### config.mk
export PLATFORM = sky130hd
export DESIGN_NAME = pht_port_scheduler_flat
export DESIGN_NICKNAME = d
export VERILOG_FILES = /design/src/rtl/pht_port_scheduler_if.sv /design/src/rtl/pht_port_scheduler.sv /design/src/flat_wrapper.sv
export SDC_FILE = /design/constraint.sdc
export NUM_CORES = 1
export LEC_CHECK = 0
export ABC_CLOCK_PERIOD_IN_PS = 2300
export CAP_MARGIN = 20
export CORE_ASPECT_RATIO = 0.75
export CORE_UTILIZATION = 41
export DETAILED_ROUTE_END_ITERATION = 12
export GPL_ROUTABILITY_DRIVEN = 0
export PLACE_DENSITY_LB_ADDON = 0.08
export SYNTH_ARGS = -nofsm -noshare
export SYNTH_HDL_FRONTEND = slang
export SYNTH_SLANG_ARGS = --single-unit
### constraint.sdc
create_clock -name clk -period 2.3 [get_ports clk]
set_input_delay 0.345 -clock clk [delete_from_list [all_inputs] [get_ports clk]]
set_output_delay 0.345 -clock clk [all_outputs]
set_load 0.1 [all_outputs]
### src/rtl/pht_port_scheduler_if.sv
// Bundle of the prediction-request, feedback and PHT RAM signals around the
// PHT port scheduler. The scheduler is the slave; the branch controller/RAM side is the master.
interface pht_port_scheduler_if #(
    parameter int ADDR_WIDTH  = 32,
    parameter int INDEX_WIDTH = 6
);
    logic                   init_done;
    logic                   req_valid;
    logic [ADDR_WIDTH-1:0]  req_pc;
    logic                   req_ready;
    logic                   pred_valid;
    logic                   pred_taken;
    logic                   fb_valid;
    logic [ADDR_WIDTH-1:0]  fb_pc;
    logic                   fb_taken;
    logic                   fb_ready;
    logic                   pht_en;
    logic                   pht_we;
    logic [INDEX_WIDTH-1:0] pht_addr;
    logic [1:0]             pht_wdata;
    logic [1:0]             pht_rdata;

    modport slave (
        output init_done, req_ready, pred_valid, pred_taken, fb_ready,
               pht_en, pht_we, pht_addr, pht_wdata,
        input  req_valid, req_pc, fb_valid, fb_pc, fb_taken, pht_rdata
    );

    modport master (
        input  init_done, req_ready, pred_valid, pred_taken, fb_ready,
               pht_en, pht_we, pht_addr, pht_wdata,
        output req_valid, req_pc, fb_valid, fb_pc, fb_taken, pht_rdata
    );
endinterface

### src/rtl/pht_port_scheduler.sv
// Arbitrates the single PHT port between prediction reads and queued feedback
// read-modify-write updates, and fills the table with weakly-taken after reset.
module pht_port_scheduler #(
    parameter int ADDR_WIDTH   = 32,
    parameter int INDEX_WIDTH  = 6,
    parameter int QDEPTH       = 4,
    parameter int STARVE_LIMIT = 8
) (
    input logic                 clk,
    input logic                 rst,
    pht_port_scheduler_if.slave bus
);
    localparam int QPTR_W   = $clog2(QDEPTH);
    localparam int QCNT_W   = QPTR_W + 1;
    localparam int STARVE_W = $clog2(STARVE_LIMIT + 1);

    localparam logic [INDEX_WIDTH-1:0] LAST_INDEX = '1;
    localparam logic [QCNT_W-1:0]      QCNT_FULL  = QCNT_W'(QDEPTH);
    localparam logic [STARVE_W-1:0]    STARVE_MAX = STARVE_W'(STARVE_LIMIT);

    // The read half of an update is issued in the arbitration cycle itself,
    // so an update holds the port for exactly two cycles (read, then write).
    typedef enum logic [1:0] {
        S_INIT,
        S_IDLE,
        S_UPD_WR
    } state_t;

    state_t                 state_reg, state_next;
    logic [INDEX_WIDTH-1:0] init_ptr_reg, init_ptr_next;
    logic                   init_arm_reg, init_arm_next;
    logic                   init_done_reg, init_done_next;
    logic [STARVE_W-1:0]    starve_reg, starve_next;

    logic [INDEX_WIDTH-1:0] q_index_reg [QDEPTH];
    logic                   q_taken_reg [QDEPTH];
    logic [QPTR_W-1:0]      wr_ptr_reg;
    logic [QPTR_W-1:0]      rd_ptr_reg;
    logic [QCNT_W-1:0]      count_reg;

    logic [INDEX_WIDTH-1:0] upd_index_reg;
    logic                   upd_taken_reg;
    logic                   pred_valid_reg;

    logic                   q_empty;
    logic                   q_full;
    logic                   push;
    logic                   pop;
    logic                   grant;
    logic [1:0]             upd_wdata;
    logic [INDEX_WIDTH-1:0] req_index;
    logic [INDEX_WIDTH-1:0] fb_index;
    logic                   unused_pc_bits;

    assign req_index = bus.req_pc[INDEX_WIDTH+1:2];
    assign fb_index  = bus.fb_pc[INDEX_WIDTH+1:2];
    assign unused_pc_bits = ^{bus.req_pc[ADDR_WIDTH-1:INDEX_WIDTH+2], bus.req_pc[1:0],
                              bus.fb_pc[ADDR_WIDTH-1:INDEX_WIDTH+2], bus.fb_pc[1:0]};

    assign q_empty = (count_reg == '0);
    assign q_full  = (count_reg == QCNT_FULL);

    // Full queue refuses feedback even in a cycle that pops.
    assign bus.fb_ready = init_done_reg && !q_full;
    assign push         = bus.fb_valid && bus.fb_ready;

    assign bus.init_done  = init_done_reg;
    assign bus.req_ready  = grant;
    assign bus.pred_valid = pred_valid_reg;
    assign bus.pred_taken = pred_valid_reg && bus.pht_rdata[1];

    // 2-bit saturating counter step applied to the value read back for the update.
    always_comb begin
        upd_wdata = bus.pht_rdata;
        if (upd_taken_reg) begin
            if (bus.pht_rdata != 2'b11) begin
                upd_wdata = bus.pht_rdata + 2'b01;
            end
        end else begin
            if (bus.pht_rdata != 2'b00) begin
                upd_wdata = bus.pht_rdata - 2'b01;
            end
        end
    end

    always_comb begin
        state_next     = state_reg;
        init_ptr_next  = init_ptr_reg;
        init_arm_next  = init_arm_reg;
        init_done_next = init_done_reg;
        starve_next    = starve_reg;
        pop            = 1'b0;
        grant          = 1'b0;
        bus.pht_en     = 1'b0;
        bus.pht_we     = 1'b0;
        bus.pht_addr   = '0;
        bus.pht_wdata  = 2'b00;

        case (state_reg)
            S_INIT: begin
                // First cycle after reset stays quiet so a dropped update never
                // leaves a write on the port behind it.
                if (!init_arm_reg) begin
                    init_arm_next = 1'b1;
                end else begin
                    bus.pht_en    = 1'b1;
                    bus.pht_we    = 1'b1;
                    bus.pht_addr  = init_ptr_reg;
                    bus.pht_wdata = 2'b10;
                    init_ptr_next = init_ptr_reg + 1'b1;
                    if (init_ptr_reg == LAST_INDEX) begin
                        state_next     = S_IDLE;
                        init_done_next = 1'b1;
                    end
                end
            end

            S_IDLE: begin
                if (!q_empty && (q_full || (starve_reg >= STARVE_MAX) || !bus.req_valid)) begin
                    pop          = 1'b1;
                    bus.pht_en   = 1'b1;
                    bus.pht_addr = q_index_reg[rd_ptr_reg];
                    starve_next  = '0;
                    state_next   = S_UPD_WR;
                end else if (bus.req_valid) begin
                    grant        = 1'b1;
                    bus.pht_en   = 1'b1;
                    bus.pht_addr = req_index;
                    if (!q_empty && (starve_reg < STARVE_MAX)) begin
                        starve_next = starve_reg + 1'b1;
                    end
                end
            end

            S_UPD_WR: begin
                bus.pht_en    = 1'b1;
                bus.pht_we    = 1'b1;
                bus.pht_addr  = upd_index_reg;
                bus.pht_wdata = upd_wdata;
                state_next    = S_IDLE;
            end

            default: begin
                state_next = S_INIT;
            end
        endcase
    end

    always_ff @(posedge clk) begin
        if (rst) begin
            state_reg      <= S_INIT;
            init_ptr_reg   <= '0;
            init_arm_reg   <= 1'b0;
            init_done_reg  <= 1'b0;
            starve_reg     <= '0;
            wr_ptr_reg     <= '0;
            rd_ptr_reg     <= '0;
            count_reg      <= '0;
            upd_index_reg  <= '0;
            upd_taken_reg  <= 1'b0;
            pred_valid_reg <= 1'b0;
        end else begin
            state_reg      <= state_next;
            init_ptr_reg   <= init_ptr_next;
            init_arm_reg   <= init_arm_next;
            init_done_reg  <= init_done_next;
            starve_reg     <= starve_next;
            pred_valid_reg <= grant;
            count_reg      <= count_reg + QCNT_W'(push) - QCNT_W'(pop);
            if (push) begin
                wr_ptr_reg <= wr_ptr_reg + 1'b1;
            end
            if (pop) begin
                rd_ptr_reg    <= rd_ptr_reg + 1'b1;
                upd_index_reg <= q_index_reg[rd_ptr_reg];
                upd_taken_reg <= q_taken_reg[rd_ptr_reg];
            end
        end
    end

    // Queue payload needs no reset: entries are only read once counted in.
    always_ff @(posedge clk) begin
        if (push) begin
            q_index_reg[wr_ptr_reg] <= fb_index;
            q_taken_reg[wr_ptr_reg] <= bus.fb_taken;
        end
    end
endmodule

### src/flat_wrapper.sv
// flat-port wrapper written by rule: the top's interface ports become plain ports
module pht_port_scheduler_flat 
#(
    parameter int ADDR_WIDTH   = 32,
    parameter int INDEX_WIDTH  = 6,
    parameter int QDEPTH       = 4,
    parameter int STARVE_LIMIT = 8
)
  (clk, rst, bus_init_done, bus_req_ready, bus_pred_valid, bus_pred_taken, bus_fb_ready, bus_pht_en, bus_pht_we, bus_pht_addr, bus_pht_wdata, bus_req_valid, bus_req_pc, bus_fb_valid, bus_fb_pc, bus_fb_taken, bus_pht_rdata);
  pht_port_scheduler_if #(.ADDR_WIDTH(ADDR_WIDTH), .INDEX_WIDTH(INDEX_WIDTH)) bus_i ();
  input logic clk;
  input logic rst;
  output wire logic [$bits(bus_i.init_done)-1:0] bus_init_done;
  output wire logic [$bits(bus_i.req_ready)-1:0] bus_req_ready;
  output wire logic [$bits(bus_i.pred_valid)-1:0] bus_pred_valid;
  output wire logic [$bits(bus_i.pred_taken)-1:0] bus_pred_taken;
  output wire logic [$bits(bus_i.fb_ready)-1:0] bus_fb_ready;
  output wire logic [$bits(bus_i.pht_en)-1:0] bus_pht_en;
  output wire logic [$bits(bus_i.pht_we)-1:0] bus_pht_we;
  output wire logic [$bits(bus_i.pht_addr)-1:0] bus_pht_addr;
  output wire logic [$bits(bus_i.pht_wdata)-1:0] bus_pht_wdata;
  input wire logic [$bits(bus_i.req_valid)-1:0] bus_req_valid;
  input wire logic [$bits(bus_i.req_pc)-1:0] bus_req_pc;
  input wire logic [$bits(bus_i.fb_valid)-1:0] bus_fb_valid;
  input wire logic [$bits(bus_i.fb_pc)-1:0] bus_fb_pc;
  input wire logic [$bits(bus_i.fb_taken)-1:0] bus_fb_taken;
  input wire logic [$bits(bus_i.pht_rdata)-1:0] bus_pht_rdata;
  assign bus_init_done = bus_i.init_done;
  assign bus_req_ready = bus_i.req_ready;
  assign bus_pred_valid = bus_i.pred_valid;
  assign bus_pred_taken = bus_i.pred_taken;
  assign bus_fb_ready = bus_i.fb_ready;
  assign bus_pht_en = bus_i.pht_en;
  assign bus_pht_we = bus_i.pht_we;
  assign bus_pht_addr = bus_i.pht_addr;
  assign bus_pht_wdata = bus_i.pht_wdata;
  assign bus_i.req_valid = bus_req_valid;
  assign bus_i.req_pc = bus_req_pc;
  assign bus_i.fb_valid = bus_fb_valid;
  assign bus_i.fb_pc = bus_fb_pc;
  assign bus_i.fb_taken = bus_fb_taken;
  assign bus_i.pht_rdata = bus_pht_rdata;
  pht_port_scheduler #(.ADDR_WIDTH(ADDR_WIDTH), .INDEX_WIDTH(INDEX_WIDTH), .QDEPTH(QDEPTH), .STARVE_LIMIT(STARVE_LIMIT)) u_core (.clk(clk), .rst(rst), .bus(bus_i));
endmodule
# == Word-level counts from Yosys, hierarchy flattened ==
# Memories as Yosys holds them, arrays and structs flattened. A register that Yosys moved wholly into a read port is not among the register bits.
# Cells that the tools add are included.
# word_totals
mem_count,2
ram_bits,28
out_inout_bits,15
reg_bits,28
# memory_table
memory,words,word_bits,read_ports,rd_clocked_by_memory_dff,write_ports,line,text
u_core.q_index_reg,4,6,1,1,1,pht_port_scheduler.sv:35,logic [INDEX_WIDTH-1:0] q_index_reg [QDEPTH];
u_core.q_taken_reg,4,1,1,1,1,pht_port_scheduler.sv:36,logic q_taken_reg [QDEPTH];
# op_classes
addsub,8
eq_ne,8
n_lt_le_gt_ge,2
n_reduce_logical,19
mux,29
# ops
op,count
2-bit 2-to-1 mux,9
6-bit 2-to-1 mux,3
6-bit one-hot mux with 3 select lines,1
4-bit 2-to-1 mux,3
1-bit 2-to-1 mux,9
3-bit AND reduction,3
2-bit by 1-bit adder with 2-bit output (second input constant),3
6-bit by 1-bit adder with 6-bit output (second input constant),1
6-bit equality test (second input constant),1
2-bit by 1-bit != test with 1-bit output (second input constant),3
2-bit one-hot mux with 3 select lines,1
2-bit nonzero test,3
1-bit logical AND,5
4-bit by 1-bit adder with 4-bit output (second input constant),1
4-bit greater-or-equal comparator (second input constant),1
4-bit < comparator (second input constant),1
2-bit one-hot mux with 2 select lines,1
3-bit by 1-bit adder with 3-bit output,1
3-bit equality test (second input constant),1
1-bit logical NOT,3
3-bit logical NOT,1
1-bit one-hot mux with 3 select lines,1
3-bit by 1-bit subtractor with 3-bit output,1
2-bit by 1-bit equality test with 1-bit output (second input constant),1
other kinds (7),8

# == Logic depth before layout (Yosys ltp) ==
# logic_depth
ltp_word,8
ltp_mapped,11
mapped_depth_nobuf,10

# == Worst setup path before layout ==
# No wires, ideal clock.
# synth_timing
kind,reg-to-output
from,"register u_core.init_done_reg, in the netlist u_core.bus.init_done"
to,output port bus_fb_ready
slack_ps,-1281
t_arrival_ps,3236
path_stages_with_launch,2
path_cell_list,dfxtp_1 a21boi_0
# synth_between
elab_chain_cells,1
# synth_rtl
element,line,text
"start, declared",pht_port_scheduler.sv:32,"logic init_done_reg, init_done_next;"
"start signal, assigned",pht_port_scheduler.sv:166,init_done_reg <= init_done_next;
1-bit logical AND,pht_port_scheduler.sv:64,assign bus.fb_ready = init_done_reg && !q_full;
"end, declared",flat_wrapper.sv:17,output wire logic [$bits(bus_i.fb_ready)-1:0] bus_fb_ready;
# No other way between the ends.

# == Worst setup path after layout ==
# layout_timing
from,register u_core.count_reg[0]
to,output port bus_pht_addr[5]
# layout_between
elab_chain_cells,6
elab_cells_between_ends,8
cone_classes,1 x eq/ne; 2 x mux; 5 x reduce/logical
# layout_rtl
element,line,text
"start, declared",pht_port_scheduler.sv:39,logic [QCNT_W-1:0] count_reg;
"start signal, assigned",pht_port_scheduler.sv:169,count_reg <= count_reg + QCNT_W'(push) - QCNT_W'(pop);
3-bit equality test,pht_port_scheduler.sv:61,assign q_full = (count_reg == QCNT_FULL);
1-bit logical OR (2 in series),pht_port_scheduler.sv:119,if (!q_empty && (q_full || (starve_reg >= STARVE_MAX) || !bus.req_valid)) begin
1-bit logical AND (*),pht_port_scheduler.sv:119,
6-bit 2-to-1 mux (*),pht_port_scheduler.sv:119,
6-bit one-hot mux with 3 select lines (*),pht_port_scheduler.sv:99,case (state_reg)
"end, declared",flat_wrapper.sv:20,output wire logic [$bits(bus_i.pht_addr)-1:0] bus_pht_addr;
# Mark *: on every way between the ends. The rest lies on a longest branch, timed or not.

==> summary.md <==
| Metric | Value |
|---|---|
| Largest register FFs | 24 |
| CP arrival | about 1.9 ns |
| Die H | between 70 and 80 um |
| Critical path fanouts, max | 10 |
| Total track usage | 0.168 |
| Placed inst area | roughly 3300 um^2 |
| Global route total overflow | 0 |
| Warnings from Yosys | 0 |
| Most frequent cell after synthesis | dfxtp_1 |
| Synth Instances | between 200 and 250 |
| Worst path cell trace | or3_4 -> o211ai_2 -> inv_2 -> buf_8 -> a221o_2 -> buf_12 |
| Buf/Inv on CP | 3 |
| Post-synth EDFFs | 28 |
| Register area | between 1000 and 1500 um^2 |
| VDD IR max | 0.271 mV |
| Critical R2R Launch | u_core.count_reg[0] |
| Final Cell Area | roughly 3500 um^2 |
| Die W | 94.7 um |
| Dominant cell type by area after synthesis | edfxtp_1 |
| Initial antenna violation count | 0 |
| Area of the die | slightly below 7000 um^2 |
| Max_cap viols | 0 |
| Period utilisation layout | 0.993 |
| Setup violators final | 0 |
| First-pass DRT Iterations | 5 |
| Nets | approximately 360 |
| Internal reg-to-reg setup slack | about 0.06 ns |
| Worst hold slack | about 0.46 ns |
| PortBufs | 33 |
| Power Total | approximately 2.1 mW |
| DRT Wirelength | slightly above 5 mm |
| First-pass GRT wire length | 8.26 mm |
| Area share of the largest cell type after synthesis | 0.318 |
| Clock Latency Late Sink | around 0.33 ns |
| Unique masters post-synth | 48 |
| R2R depth | 10 |
| Minimum clock period | approximately 2.3 ns |
| Top post-synthesis cells by area | edfxtp_1 (32%), dfxtp_1 (23%), mux4_2 (6.0%), ha_1 (4.3%), nand2_1 (3.4%) |
| Cts hold-fix bufs | 0 |
| Post-synth top cells | dfxtp_1 (31), edfxtp_1 (28), nand2_1 (24) |
| WHS Path Cells | 2 |
| Clock skew | 0.0105 ns |
| Area Overhead vs Synth | 33.9% |
| Syn avg cell area | between 10 and 15 um^2 |
| Multi-input logic area | ~1100 um^2 |
| Top_reg_cell synth | dfxtp_1 |
| Largest net degree at the start of global routing | 31 |
| # rows | 24 |
| Num CTS Buffers | 9 |
| Worst EP required | about 2.0 ns |
| First-iteration detailed-routing DRC count | ~120 |
| Async S/R FF share, synth | 0 |
| Residual DRC | 0 |
| Fill count | approximately 530 |
| Worst-margin pin slew | between 0.4 and 0.5 ns |
| CORE AREA | roughly 6000 um^2 |
| Syn nets | roughly 310 |
| Clk root buf | clkbuf_8 |
| Synthesized area | roughly 2600 um^2 |
| Critical path startpoint category | flop |
| FF-to-FF End | u_core.count_reg[2] |
| Critical path's slowest cell | or3_4 |
| DPL Wire Length | between 3 and 4 mm |
| RSZ-0062 raised after global routing | true |
| N_diodes | 0 |
| CP peak stage delay | roughly 0.38 ns |
| Avg Vias per Cell | 4.90 |
| Final ANT Viol Nets | 0 |
| Power density cells | roughly 590 nW/um^2 |
| Max Clock Freq | approximately 0.44 GHz |
| Status | finished, final reports clean |
| Number of global-route vias before repair | around 1,700 |
| Leakage | roughly 1.3 nW |
| Hold EP | u_core.upd_index_reg[5] |
| Crit Path Category | reg2out |
| Fin. max-slew vios | 0 |
| Worst hold path class | reg2reg |
| Seq cells post-synth | 59 |
| Top delay family on crit path | compound AO/OA/AOI/OAI gates |
| CTS sink cnt | 59 |
| Final Core Density | 0.589 |
| Vias | 1,787 |
| Routed len/inst | ~14 um |
| Initial Utilization | 0.440 |
| CTS tree | yes |
| Sequential-to-total area share from yosys stat | 0.553 |
| Slew headroom | 0.721 |
| Worst setup EP type | primary output |
| Clock Pin Slew Worst Setup and Hold Paths | approximately 0.070 ns |
| Hold_sp | u_core.upd_index_reg[5] |
| IO Pins | 86 |
| H-tree Lvls | 3 |
| Final hold viol count | 0 |
| Share of post-route cells with drive strength above 1 | 0.303 |
| Clk buf depth | 2 |
## layer usage
metal	wire, um	GRT usage
met1	2540	0.234
met2	2210	0.231
met3	270	0.0732
met4	58	0.0589
met5	0	0
## per-stage QoR
step           setup WS (ns)  std cells  setup TNS, ns
5_1_grt              -0.0462        365         -0.225
6_report              0.0160        365              0
4_1_cts              -0.0450        361        -0.0998
3_5_place_dp          -0.371        345          -1.18
3_3_place_gp          -0.352        345          -1.10
2_1_floorplan         -0.475        227          -2.38
## placed cells by master, fill, tap and decap left out, drive strengths merged, types with 3 or more instances in the layout
master,synthesis,layout
o221ai,5,5
dfxtp,31,31
nand4,3,3
or3,3,3
a21oi,16,16
and2,6,6
nor2b,4,4
clkbuf,4,11
nand2,24,24
a22oi,5,5
inv,18,19
ha,9,9
clkdlybuf4s50,0,17
o21ai,4,4
buf,5,35
nand3,3,3
edfxtp,28,28
mux4,7,7
xor2,4,4
xnor2,4,4
nor2,22,22
## how the worst max path moves through the flow
stage / cells after the start / end / slack (ns) / start
2_1_floorplan: 4 / bus_pht_addr[0] / -0.48 / bus_req_valid
3_3_place_gp: 11 / u_core.count_reg[2] / -0.35 / bus_req_valid
3_5_place_dp: 11 / u_core.count_reg[2] / -0.37 / bus_req_valid
4_1_cts: 6 / bus_pht_addr[1] / -0.05 / u_core.count_reg[1]
5_1_grt: 7 / bus_pht_addr[3] / -0.05 / u_core.count_reg[1]
6_report: 6 / bus_pht_addr[5] / 0.02 / u_core.count_reg[0]
## worst min-delay path, delay by kind of cell (launching register included)
family             cells  cell delay, ns
and+or+nand+nor        1            0.05
AOI/OAI and AO/OA      1            0.05
DFF                    1            0.31
## cell families after synthesis
logic type / Yosys count / share of synthesized area
buf+inv: 27 / 0.0511
compound gates: 39 / 0.106
xor+xnor: 8 / 0.0265
fa+ha+maj: 10 / 0.0502
mux: 9 / 0.0672
flops: 59 / 0.553
simple gates: 75 / 0.146
## layout make-up
class | count | area share
Clock buffer | 11 | 0.0399
Clock inverter | 5 | 0.0106
Inverter | 18 | 0.0191
Multi-Input combinational cell | 141 | 0.312
Sequential cell | 59 | 0.415
Tap cell | 78 | 0.0276
Timing Repair Buffer | 53 | 0.176
## report_power, final
part	internal, mW	switching (mW)	leakage (nW)
Combinational	0.0615	0.0762	0.725
Sequential	1.10	0.00645	0.504
Clock	0.423	0.405	0.0859
## timing repair
action                     in CTS  in global routing
setup buffers                   0                  4
setup endpoints to repair       7                  7
resized for setup               6                  5
pin swaps                       4                  4
Note: power is estimated with default switching activity, not from simulation.
